--- config.mk ---
export PLATFORM = sky130hd
export DESIGN_NAME = arrow_judge_flat
export DESIGN_NICKNAME = d
export VERILOG_FILES = /design/src/rtl/arrow_judge_if.sv /design/src/rtl/arrow_judge.sv /design/src/flat_wrapper.sv
export SDC_FILE = /design/constraint.sdc
export NUM_CORES = 1
export LEC_CHECK = 0
export CORE_AREA = 2 2 93 95
export CTS_CLUSTER_DIAMETER = 120
export CTS_CLUSTER_SIZE = 16
export DETAILED_ROUTE_END_ITERATION = 12
export DIE_AREA = 0 0 95 97
export HOLD_SLACK_MARGIN = 0.1
export PLACE_DENSITY = 0.87
export RECOVER_POWER = 25
export SYNTH_ARGS = -nofsm -noshare
export SYNTH_HDL_FRONTEND = slang
export SYNTH_SLANG_ARGS = --single-unit
--- constraint.sdc ---
create_clock -name clk -period 9.7 [get_ports clk]
set_input_delay 1.94 -clock clk [delete_from_list [all_inputs] [get_ports clk]]
set_output_delay 1.94 -clock clk [all_outputs]
set_load 0.02 [all_outputs]
--- src/rtl/arrow_judge_if.sv ---
// Player-facing bundle for arrow_judge: beat, button levels in; game state, arrow queue and counters out.
interface arrow_judge_if;
  logic        metronome_clk;
  logic        btn_up;
  logic        btn_down;
  logic        btn_left;
  logic        btn_right;
  logic        btn_start;
  logic        btn_pause;
  logic        btn_combo;
  logic [1:0]  state;
  logic [4:0]  cur_arrow0;
  logic [4:0]  cur_arrow1;
  logic [4:0]  cur_arrow2;
  logic [4:0]  cur_arrow3;
  logic [13:0] score;
  logic [13:0] comboCount;
  logic        combo_enable;

  modport master (
    output metronome_clk, btn_up, btn_down, btn_left, btn_right,
           btn_start, btn_pause, btn_combo,
    input  state, cur_arrow0, cur_arrow1, cur_arrow2, cur_arrow3,
           score, comboCount, combo_enable
  );

  modport slave (
    input  metronome_clk, btn_up, btn_down, btn_left, btn_right,
           btn_start, btn_pause, btn_combo,
    output state, cur_arrow0, cur_arrow1, cur_arrow2, cur_arrow3,
           score, comboCount, combo_enable
  );
endinterface

--- src/rtl/arrow_judge.sv ---
// Rhythm-game core: judges button presses against the head of a 4-slot arrow queue on each
// metronome beat, keeps score/combo, and runs the IDLE/PLAY/PAUSE game state.
module arrow_judge #(
    parameter logic [15:0] SEED           = 16'hACE1,
    parameter int unsigned COMBO_BONUS_TH = 10,
    parameter int unsigned MAX_COUNT      = 9999
) (
    input logic          clk,
    input logic          rst_n,
    arrow_judge_if.slave bus
);

    localparam logic [14:0] MAX_W    = 15'(MAX_COUNT);
    localparam logic [13:0] MAX_N    = 14'(MAX_COUNT);
    localparam logic [13:0] BONUS_TH = 14'(COMBO_BONUS_TH);
    localparam logic [4:0]  A_NONE   = 5'd20;

    typedef enum logic [1:0] {
        S_PLAY  = 2'd0,
        S_PAUSE = 2'd1,
        S_IDLE  = 2'd2
    } state_e;

    state_e           state_q, state_d;
    logic [2:0]       met_q;
    logic [6:0]       btn_q, btn_now, press;
    logic [3:0]       arrow_p;
    logic             beat, start_p, pause_p, combo_p;
    logic             play_beat, clear_game, leave_pause;
    logic [15:0]      lfsr_q, lfsr_d;
    logic [3:0]       mask_q, mask_d, req;
    logic [3:0][4:0]  arr_q, arr_d;
    logic [13:0]      score_q, score_d, combo_q, combo_d;
    logic [14:0]      score_sum, combo_sum;
    logic             cen_q, cen_d;

    function automatic logic [3:0] req_mask(input logic [4:0] code);
        case (code)
            5'd10:   return 4'b1000;
            5'd11:   return 4'b0100;
            5'd12:   return 4'b0010;
            5'd13:   return 4'b0001;
            5'd14:   return 4'b1100;
            5'd15:   return 4'b1010;
            5'd16:   return 4'b1001;
            5'd17:   return 4'b0110;
            5'd18:   return 4'b0101;
            5'd19:   return 4'b0011;
            default: return 4'b0000;
        endcase
    endfunction

    assign btn_now = {bus.btn_up, bus.btn_down, bus.btn_left, bus.btn_right,
                      bus.btn_start, bus.btn_pause, bus.btn_combo};
    assign press   = btn_now & ~btn_q;
    assign arrow_p = press[6:3];
    assign start_p = press[2];
    // Start outranks pause when both edges land in the same cycle.
    assign pause_p = press[1] & ~press[2];
    assign combo_p = press[0];
    assign beat    = met_q[1] & ~met_q[2];

    always_ff @(posedge clk or negedge rst_n) begin
        if (!rst_n) begin
            met_q <= '0;
            btn_q <= '0;
        end else begin
            met_q <= {met_q[1:0], bus.metronome_clk};
            btn_q <= btn_now;
        end
    end

    always_ff @(posedge clk or negedge rst_n) begin
        if (!rst_n) state_q <= S_IDLE;
        else        state_q <= state_d;
    end

    always_comb begin
        state_d = state_q;
        case (state_q)
            S_IDLE:  if (start_p) state_d = S_PLAY;
            S_PLAY:  if (pause_p) state_d = S_PAUSE;
            S_PAUSE: begin
                if (start_p)      state_d = S_IDLE;
                else if (pause_p) state_d = S_PLAY;
            end
            default: state_d = S_IDLE;
        endcase
    end

    always_comb begin
        bus.state   = state_q;
        play_beat   = (state_q == S_PLAY) && (state_d == S_PLAY) && beat;
        clear_game  = (state_q == S_PAUSE) && (state_d == S_IDLE);
        leave_pause = (state_q == S_PAUSE) && (state_d == S_PLAY);
    end

    always_comb begin
        req       = req_mask(arr_q[0]);
        score_sum = {1'b0, score_q} + ((combo_q >= BONUS_TH) ? 15'd2 : 15'd1);
        combo_sum = {1'b0, combo_q} + 15'd1;
        score_d   = score_q;
        combo_d   = combo_q;
        arr_d     = arr_q;
        lfsr_d    = lfsr_q;
        mask_d    = mask_q;
        cen_d     = cen_q;

        if (clear_game) begin
            score_d = '0;
            combo_d = '0;
            arr_d   = {4{A_NONE}};
            mask_d  = '0;
        end else if (play_beat) begin
            if (mask_q == req && req != 4'b0000) begin
                score_d = (score_sum > MAX_W) ? MAX_N : score_sum[13:0];
                combo_d = (combo_sum > MAX_W) ? MAX_N : combo_sum[13:0];
            end else if (mask_q != req) begin
                combo_d = '0;
            end
            arr_d[0] = arr_q[1];
            arr_d[1] = arr_q[2];
            arr_d[2] = arr_q[3];
            arr_d[3] = (lfsr_q[3:0] <= 4'd10) ? 5'd10 + {1'b0, lfsr_q[3:0]} : A_NONE;
            lfsr_d   = {lfsr_q[14:0], lfsr_q[15] ^ lfsr_q[13] ^ lfsr_q[12] ^ lfsr_q[10]};
            // Presses on the judging cycle belong to the next arrow.
            mask_d   = arrow_p;
        end else if (state_q == S_PLAY) begin
            mask_d = mask_q | arrow_p;
        end

        if (leave_pause)                      cen_d = 1'b0;
        else if (state_q == S_PAUSE && combo_p) cen_d = ~cen_q;
    end

    always_ff @(posedge clk or negedge rst_n) begin
        if (!rst_n) begin
            score_q <= '0;
            combo_q <= '0;
            arr_q   <= {4{A_NONE}};
            lfsr_q  <= SEED;
            mask_q  <= '0;
            cen_q   <= 1'b0;
        end else begin
            score_q <= score_d;
            combo_q <= combo_d;
            arr_q   <= arr_d;
            lfsr_q  <= lfsr_d;
            mask_q  <= mask_d;
            cen_q   <= cen_d;
        end
    end

    assign bus.cur_arrow0   = arr_q[0];
    assign bus.cur_arrow1   = arr_q[1];
    assign bus.cur_arrow2   = arr_q[2];
    assign bus.cur_arrow3   = arr_q[3];
    assign bus.score        = score_q;
    assign bus.comboCount   = combo_q;
    assign bus.combo_enable = cen_q;

endmodule

--- src/flat_wrapper.sv ---
// flat-port wrapper written by rule: the top's interface ports become plain ports
module arrow_judge_flat 
#(
    parameter logic [15:0] SEED           = 16'hACE1,
    parameter int unsigned COMBO_BONUS_TH = 10,
    parameter int unsigned MAX_COUNT      = 9999
)
  (clk, rst_n, bus_metronome_clk, bus_btn_up, bus_btn_down, bus_btn_left, bus_btn_right, bus_btn_start, bus_btn_pause, bus_btn_combo, bus_state, bus_cur_arrow0, bus_cur_arrow1, bus_cur_arrow2, bus_cur_arrow3, bus_score, bus_comboCount, bus_combo_enable);
  arrow_judge_if bus_i ();
  input logic clk;
  input logic rst_n;
  input wire logic [$bits(bus_i.metronome_clk)-1:0] bus_metronome_clk;
  input wire logic [$bits(bus_i.btn_up)-1:0] bus_btn_up;
  input wire logic [$bits(bus_i.btn_down)-1:0] bus_btn_down;
  input wire logic [$bits(bus_i.btn_left)-1:0] bus_btn_left;
  input wire logic [$bits(bus_i.btn_right)-1:0] bus_btn_right;
  input wire logic [$bits(bus_i.btn_start)-1:0] bus_btn_start;
  input wire logic [$bits(bus_i.btn_pause)-1:0] bus_btn_pause;
  input wire logic [$bits(bus_i.btn_combo)-1:0] bus_btn_combo;
  output wire logic [$bits(bus_i.state)-1:0] bus_state;
  output wire logic [$bits(bus_i.cur_arrow0)-1:0] bus_cur_arrow0;
  output wire logic [$bits(bus_i.cur_arrow1)-1:0] bus_cur_arrow1;
  output wire logic [$bits(bus_i.cur_arrow2)-1:0] bus_cur_arrow2;
  output wire logic [$bits(bus_i.cur_arrow3)-1:0] bus_cur_arrow3;
  output wire logic [$bits(bus_i.score)-1:0] bus_score;
  output wire logic [$bits(bus_i.comboCount)-1:0] bus_comboCount;
  output wire logic [$bits(bus_i.combo_enable)-1:0] bus_combo_enable;
  assign bus_i.metronome_clk = bus_metronome_clk;
  assign bus_i.btn_up = bus_btn_up;
  assign bus_i.btn_down = bus_btn_down;
  assign bus_i.btn_left = bus_btn_left;
  assign bus_i.btn_right = bus_btn_right;
  assign bus_i.btn_start = bus_btn_start;
  assign bus_i.btn_pause = bus_btn_pause;
  assign bus_i.btn_combo = bus_btn_combo;
  assign bus_state = bus_i.state;
  assign bus_cur_arrow0 = bus_i.cur_arrow0;
  assign bus_cur_arrow1 = bus_i.cur_arrow1;
  assign bus_cur_arrow2 = bus_i.cur_arrow2;
  assign bus_cur_arrow3 = bus_i.cur_arrow3;
  assign bus_score = bus_i.score;
  assign bus_comboCount = bus_i.comboCount;
  assign bus_combo_enable = bus_i.combo_enable;
  arrow_judge #(.SEED(SEED), .COMBO_BONUS_TH(COMBO_BONUS_TH), .MAX_COUNT(MAX_COUNT)) u_core (.clk(clk), .rst_n(rst_n), .bus(bus_i));
endmodule
; ---- Word-level counts from Yosys, hierarchy flattened
; Memory sizes are Yosys's and may differ from the RTL's.
; Cells that the tools add are included.
[word_totals]
register_bits = 81
memories = 1
word_cells = 77
in_bits = 10
rom_bits = 128
out_inout_bits = 51
[memory_table]
columns = memory, depth, width, read_ports, rd_ports_with_merged_regs, wr, line_no
row1 = (no name shown), 32, 4, 1, 0, 0, arrow_judge.sv:38  ; case (code)
[op_classes]
magnitude_cmp = 4
n_addsub = 3
n_eq_ne = 5
n_mux = 23
n_reduce_logical = 17
bitwise = 12
[ops]
columns = operator, count
row1 = 2-to-1 mux 14 bit, 9
row2 = 2-to-1 mux 20 bit, 2
row3 = > comparator 15 x 14 -> 1 bit (second input constant), 2
row4 = adder 14 x 1 -> 15 bit (second input constant), 1
row5 = adder 14 x 15 -> 15 bit, 1
row6 = >= comparator 14 x 4 -> 1 bit (second input constant), 1
row7 = 2-to-1 mux 4 bit, 3
row8 = 2-to-1 mux 2 bit, 5
row9 = bitwise AND 7 bit, 1
row10 = inverter 7 bit, 1
row11 = logical AND 1 bit, 6
row12 = one-hot mux 2 bit (3 select lines), 1
row13 = AND reduction 2 bit, 3
row14 = nonzero test 2 bit, 3
row15 = nonzero test 3 bit, 2
row16 = adder 4 x 4 -> 5 bit (first input constant), 1
row17 = 2-to-1 mux 5 bit, 1
row18 = equality test 2 bit (second input constant), 2
row19 = equality test 4 bit, 1
row20 = <= comparator 4 bit (second input constant), 1
row21 = logical NOT 2 bit, 2
row22 = inequality test 4 bit, 1
row23 = inverter 1 bit, 4
row24 = OR 4 bit, 1
row25 = other kinds (5), 9

; ---- Logic depth before layout (Yosys ltp)
; Gate-level depths: netlist (run 1).
[logic_depth]
word_depth = 12
mapped_depth = 17
ltp_nobuf = 16

; ---- Worst setup path before layout (run 1)
; No wires, ideal clock.
[synth_path]
path_type = flip-flop to flip-flop
start = register u_core.combo_q[9], in the netlist u_core.bus.comboCount[9]
end = register u_core.score_q[5], in the netlist u_core.bus.score[5]
required_time_ns = 9.579
arrival_ns = 3.673
path_buffers = 2
setup_ns = 0.121
synth_period_minus_slack_ns = 3.794
slack_ns = 5.906
path_stages_with_launch = 18
cell_sequence = dfrtp_1 clkbuf_1 or4_1 nor3_1 nand3_1 inv_1 ha_1 inv_1 fa_1 and3b_1 nor2_1 o21ai_0 o211ai_1 a2111o_1 nand3b_2 buf_6 o21ai_1 a22o_1
[synth_between]
elab_chain_len = 8
[synth_rtl]
columns = item, line_no
row1 = start: declaration, arrow_judge.sv:33  ; logic [13:0] score_q, score_d, combo_q, combo_d;
row2 = start signal: assignment, arrow_judge.sv:146  ; combo_q <= combo_d;
row3 = >= comparator 14 x 4 -> 1 bit *, arrow_judge.sv:100  ; score_sum = {1'b0, score_q} + ((combo_q >= BONUS_TH) ? 15'd2 : 15'd1);
row4 = 2-to-1 mux 2 bit *, arrow_judge.sv:100
row5 = adder 14 x 15 -> 15 bit *, arrow_judge.sv:100
row6 = > comparator 15 x 14 -> 1 bit, arrow_judge.sv:116  ; score_d = (score_sum > MAX_W) ? MAX_N : score_sum[13:0];
row7 = 2-to-1 mux 14 bit *, arrow_judge.sv:116
row8 = 2-to-1 mux 14 bit *, arrow_judge.sv:115  ; if (mask_q == req && req != 4'b0000) begin
row9 = 2-to-1 mux 14 bit *, arrow_judge.sv:114  ; end else if (play_beat) begin
row10 = 2-to-1 mux 14 bit *, arrow_judge.sv:109  ; if (clear_game) begin
row11 = end signal: assignment, arrow_judge.sv:145  ; score_q <= score_d;
row12 = end: declaration, arrow_judge.sv:33
; Mark *: on every way between the ends. The rest lies on a longest branch, timed or not. The select of a mux whose other input is x is not followed.
; A chain may end at the register's enable or synchronous reset.

==> impl_results.md, run 1 <==
* Setup TNS at 0 ps
* Clock tree buffer depth at 2
* Routed WL at 10300 um
* Vias at 3750
* Internal Power at 0.729 mW
* Routability Congestion at 0.977
* CP top delay family: buffers and inverters
* Core Area at 8130 um2
* Die height at 97 um
* Antenna Cells at 0
* Unrepaired setup endpoints after global routing: false
* Final Hold Vio Count at 0
* Synth Instances at 471
* Drt wl/cell at 16.3 um
* Post-synth EDFFs at 0
* Synth top area share at 36.2%
* Initial Util at 54.4%
* Total grt overflow at 0
* Simple-gate share of the synthesized area at 19.9%
* I/O Pins at 61
* Clock root cell: clkbuf_8
* CTS H-tree depth at 3
* Global-route wire length before repair at 17300 um
* Row count at 33
* Psw at 0.415 mW
* Synth unique cells at 66
* Maxcap violations at 1
* DIE AREA at 9220 um2
* ANT nets after route at 0
* Layout cells sized above 1 at 13.3%
* Area leader, netlist: dfrtp_1
* Final setup fails at 0
* Pwr dens at 217 nW/um2
* Combinational share of power at 34.8%
* Leakage at 2.13 nW
* Die X-Extent at 95 um
* Rel. slew slack at -183%
* Post-CTS Resized at 0
* Achievable clock frequency at 183 MHz
* IO Port Bufs at 60
* CTS buffer count at 9
* Synthesis-to-layout area growth at 19.0%
* Slew at the pin closest to its max-slew limit at 4250 ps
* Worst EP arrival at 4930 ps
* Main combinational cell family by area after synthesis: simple AND/OR/NAND/NOR gates
* Clock slew at reported path FFs at 80 ps
* Drt first-iter violations at 179
* Worst path slowest cell: clkbuf_1
* Clk_lat worst skew at 340 ps
* Residual DRC at 0
* YS warnings at 0
* Tcrit/Tclk final at 56.4%
* Outcome: complete, but fails checks
* Initial antenna violation count at 0
* Slew Viols, Final at 82
* Synth area leaders: dfrtp_1 (36%), dfstp_2 (10%), o21ai_0 (4.6%)
* Hold Crit Class: reg2reg
* Max FO, Critical Path at 81
* Post-CTS Setup Inserts at 0
* Mean Syn Cell Area at 9.40 um2
* Final non-filler cell total at 630
* GRT Total Usage at 22.9%
* Primary FF master, synth: dfrtp_1
* Yosys reg bits at 81
* Cell area after synthesis at 4430 um2
* Largest stage delay on the critical path at 2930 ps
* Critical path endpoint category: async pin
* CTS tree: yes
* Worst setup SP type: input port
* Violated checks: max-capacitance violations, max-slew violations
* Register area share after synthesis at 46.3%
* Tot Pwr at 1.14 mW
* Min cycle time layout at 5470 ps
* DP Cell Count at 614
* Sw Ratio at 36.3%
* Post-Synth XOR/XNOR Area at 2.18%
* TritonRoute pass-1 iters at 5
* Bufs and invs on worst path at 1
* Max VDD drop at 0.000152 V
* Nets at 541
* Pin count of the biggest net entering global routing at 82
* Mapped Nets at 492
* Clock power frac at 20.6%
* Fill count at 652
* Mux contribution to synthesized area at 5.29%
* # hold bufs at CTS at 0
* Vias in the first global route at 3572
* Critical Path RT at 9160 ps
* Commonest non-fill, non-tap cell in the layout: dfrtp_1
* CTS Sinks at 81
* Crit-path cells: clkbuf_1
* Post-DP HPWL at 7040 um
* Compound-Gate Fraction of Synth Area at 18.3%
* Synth async-reset ratio at 100%
* Worst Skew at 8.25 ps
* CP Class: in2async
* Sequential share of power at 44.5%
* Most frequent cells in the layout: dfrtp_1 (64), clkdlybuf4s50_1 (51), nand2_1 (47)
* Via density at 5.95
* Synth Area in Adders at 3.28%
## power by group through the flow
stage          logic [mW]  registers (mW)  clock network [mW]
5_1_grt             0.436           0.523               0.251
4_1_cts             0.404           0.510               0.239
6_report            0.399           0.510               0.236
2_1_floorplan       0.205           0.549                   0
3_5_place_dp        0.402           0.515                   0
3_3_place_gp        0.386           0.511                   0
## state kept, by name, summed over array words and instances (netlist names)
signal / flops
u_core.bus.combo_enable: 1
u_core.met_q: 3
u_core.bus.state: 2
u_core.btn_q: 7
u_core.bus.comboCount: 14
u_core.mask_q: 4
u_core.bus.cur_arrow0: 5
u_core.bus.cur_arrow2: 5
u_core.bus.cur_arrow3: 5
u_core.lfsr_q: 16
u_core.bus.cur_arrow1: 5
u_core.bus.score: 14
## layer usage
layer	share of wire, %	vias to the layer above	GRT usage (%)
li1	-	1803	-
met1	46	1813	32.4
met2	48	122	36.3
met3	5.6	12	4.91
met4	0.95	0	5.13
met5	0	-	0
## layout make-up
| class | count | area (um2) | share of cell area, % |
|---|---|---|---|
| Sequential cell | 81 | 2050 | 38.9 |
| Tap cell | 105 | 131 | 2.50 |
| Inverter | 29 | 109 | 2.07 |
| Clock buffer | 11 | 151 | 2.88 |
| Timing Repair Buffer | 62 | 609 | 11.6 |
| Multi-Input combinational cell | 337 | 2180 | 41.4 |
| Clock inverter | 5 | 36.3 | 0.689 |
## cell usage after synthesis (6+ instances only)
cell type,n
nand3_1,19
o21ai_0,41
nor3_1,21
nand4_1,8
dfstp_2,17
ha_1,10
nor2_1,34
mux2_2,18
a21oi_1,22
a21o_1,6
nand2_1,47
inv_1,29
dfrtp_1,64
clkbuf_1,17
xnor2_1,11
## path summary, 6_finish.rpt
check                                                end  slack [ps]                     start  depth (start not counted)
max in group clk                    u_core.bus.score[10]        4810             bus_btn_pause                         10
min in group asynchronous        u_core.bus.combo_enable        3080                     rst_n                          1
worst min-delay path                     u_core.met_q[1]         350           u_core.met_q[0]                          0
worst min register to register           u_core.met_q[1]         350           u_core.met_q[0]                          0
worst max register to register      u_core.bus.score[12]        5440  u_core.bus.comboCount[9]                         15
worst max-delay path            u_core.bus.comboCount[3]        4230                     rst_n                          1
## through the flow
stage | setup slack (ps) | hold slack (ps) | instance area, um2 | util [%]
after detailed placement | 4590 | 335 | 5080 | 62.5
after global placement | 4820 | 336 | 5080 | 62.5
after global routing | 3350 | 367 | 5270 | 64.7
final | 4230 | 351 | 5270 | 64.7
after floorplan | 5910 | 331 | 4430 | -
after CTS | 4880 | 356 | 5270 | 64.8
## cell families after synthesis
group | Yosys count
fa+ha+maj | 11
buf+inv | 53
flops | 81
simple gates | 170
mux | 21
compound gates | 124
xor+xnor | 11
Note: power is estimated with default switching activity, not from simulation.
==> inputs of run 2 (changes only) <==
--- a/config.mk
+++ b/config.mk
@@ -5,13 +5,13 @@
 export SDC_FILE = /design/constraint.sdc
 export NUM_CORES = 1
 export LEC_CHECK = 0
-export CORE_AREA = 2 2 93 95
+export CORE_AREA = 2 2 98 100
 export CTS_CLUSTER_DIAMETER = 120
 export CTS_CLUSTER_SIZE = 16
 export DETAILED_ROUTE_END_ITERATION = 12
-export DIE_AREA = 0 0 95 97
+export DIE_AREA = 0 0 100 102
 export HOLD_SLACK_MARGIN = 0.1
-export PLACE_DENSITY = 0.87
+export PLACE_DENSITY = 0.83
 export RECOVER_POWER = 25
 export SYNTH_ARGS = -nofsm -noshare
 export SYNTH_HDL_FRONTEND = slang
==> constraint.sdc (replaced) <==
create_clock -name clk -period 4.8 [get_ports clk]
set_input_delay 0.96 -clock clk [delete_from_list [all_inputs] [get_ports clk]]
set_output_delay 0.96 -clock clk [all_outputs]
set_load 0.02 [all_outputs]
==> run 2 against run 1 <==
Against the previous run: the flow still finishes with violations (max-capacitance violations, max-slew violations); global-route usage shrank 1.2 points; combinational power grew 110%; clock power grew 140%; utilization shrank 6.2 points; register-to-register slack lost 4800 ps; sequential power grew 100%; die area grew 11%; sequential share of layout area shrank 0.47 points; cell area grew 1.2%.
==> impl_results.md, run 2 (synthesized netlist as in run 1, its figures left out) <==
* IO Port Bufs at 60
* Post-Route Utilization at 58.5%
* Outcome: complete, but fails checks
* ANT nets after route at 0
* Row count at 35
* Setup WS pre-CTS at 749 ps
* Global-route wire length before repair at 17800 um
* Setup TNS at 0 ps
* Hold Crit Class: reg2reg
* DIE AREA at 10200 um2
* Commonest non-fill, non-tap cell in the layout: dfrtp_1
* Worst setup margin at 661 ps
* I/O Pins at 61
* Post-DP HPWL at 7290 um
* GRT Total Usage at 21.7%
* Post-CTS Resized at 0
* Antenna Cells at 0
* Rel. slew slack at -31.7%
* Worst EP arrival at 4380 ps
* Max VDD drop at 0.000365 V
* Routability Congestion at 0.945
* Reg with most FFs: u_core.lfsr_q
* Final Hold Vio Count at 0
* Critical Path RT at 5040 ps
* Clk_lat worst skew at 350 ps
* Drt wl/cell at 16.2 um
* R2R Path End: u_core.bus.score[12]
* Reg2Reg Depth at 15
* Synthesis-to-layout area growth at 20.4%
* Residual DRC at 0
* Clock root cell: clkbuf_8
* Maxcap violations at 1
* Clock slew at reported path FFs at 90 ps
* Pwr dens at 457 nW/um2
* Routed WL at 10400 um
* Clock tree buffer depth at 2
* Violated checks: max-capacitance violations, max-slew violations
* Die height at 102 um
* Critical path endpoint category: register
* Core Area at 9110 um2
* CP Class: reg2reg
* R2r startpoint: u_core.bus.comboCount[9]
* Post-CTS Setup Inserts at 0
* Unrepaired setup endpoints after global routing: false
* Pin count of the biggest net entering global routing at 82
* Min cycle time layout at 4140 ps
* Layout cells sized above 1 at 13.7%
* Die X-Extent at 100 um
* Reg2reg setup slack at 660 ps
* Worst Skew at 11.6 ps
* Initial Util at 48.6%
* Slew at the pin closest to its max-slew limit at 1980 ps
* # hold bufs at CTS at 0
* Vias at 3772
* Slew Viols, Final at 82
* Final non-filler cell total at 637
* Worst setup SP type: register
* Nets at 542
* Fill count at 755
* Tcrit/Tclk final at 86.2%
* Via density at 5.92
* End of the critical path: u_core.bus.score[12]
* CTS buffer count at 9
* Total grt overflow at 0
* Worst Setup SP: u_core.bus.comboCount[9]
* Final setup fails at 0
* Leakage at 2.16 nW
* Number of flip-flops under the largest register name at 16
* CTS Sinks at 81
* Initial antenna violation count at 0
* CTS tree: yes
* Max FO, Critical Path at 13
* Drt first-iter violations at 332
* CTS H-tree depth at 3
* Achievable clock frequency at 242 MHz
* DP Cell Count at 621
* Vias in the first global route at 3756
* TritonRoute pass-1 iters at 5
* Most frequent cells in the layout: dfrtp_1 (64), clkdlybuf4s50_1 (51), nand2_1 (47)
[run 2: changes by cell type in the layout (fill, tap and decap cells not counted)]
cell and change:
buf_4 +1, clkbuf_1 -1, clkbuf_2 +1, clkinv_4 -1, clkinvlp_4 +1, bufinv_16 +2, clkinv_2 -2
[run 2: critical path: stages, from the launching register on]
cell and delay, ps:
dfrtp_1 520, or4_1 540, nor3_1 170, nand3_1 150, inv_1 130, ha_1 200
inv_1 60, fa_1 430, and3b_1 340, nand2b_1 170, nor3_1 160, a21oi_1 60
a2111o_1 480, nand3b_2 270, o21ai_0 150, a22o_1 190
[run 2: per-stage QoR]
stage	hold WS, ps	power [mW]	instance area, um2
4_1_cts	376	2.45	5330
2_1_floorplan	331	1.52	4430
6_report	374	2.43	5330
3_3_place_gp	332	1.82	5100
5_1_grt	376	2.58	5330
3_5_place_dp	357	1.87	5100
[run 2: final cells by class]
cell class | count | area [um2] | area share, %
Sequential cell | 81 | 2050 | 38.4
Multi-Input combinational cell | 337 | 2180 | 40.9
Clock inverter | 5 | 85.1 | 1.60
Timing Repair Buffer | 63 | 618 | 11.6
Inverter | 29 | 109 | 2.04
Clock buffer | 11 | 151 | 2.84
Tap cell | 111 | 139 | 2.61
[run 2: how the worst min path moves through the flow]
stage | startpoint | to | depth (start not counted)
floorplan | u_core.met_q[0] | u_core.met_q[1] | 0
global placement | u_core.met_q[0] | u_core.met_q[1] | 0
detailed placement | u_core.met_q[0] | u_core.met_q[1] | 0
CTS | u_core.met_q[0] | u_core.met_q[1] | 0
global route | u_core.met_q[0] | u_core.met_q[1] | 0
finish | u_core.met_q[0] | u_core.met_q[1] | 0
[run 2: per-layer routing]
metal	vias up	global-route usage [%]	wire, um
met4	0	10.3	277
met2	126	35.0	5020
met1	1821	28.4	4530
met5	-	0	0
li1	1798	-	-
met3	27	4.24	522
[run 2: where the power goes]
part / switching [mW] / internal [mW] / total [mW]
Sequential: 0.159 / 0.878 / 1.04
Clock: 0.253 / 0.325 / 0.578
Combinational: 0.439 / 0.380 / 0.819
Total: 0.850 / 1.58 / 2.43
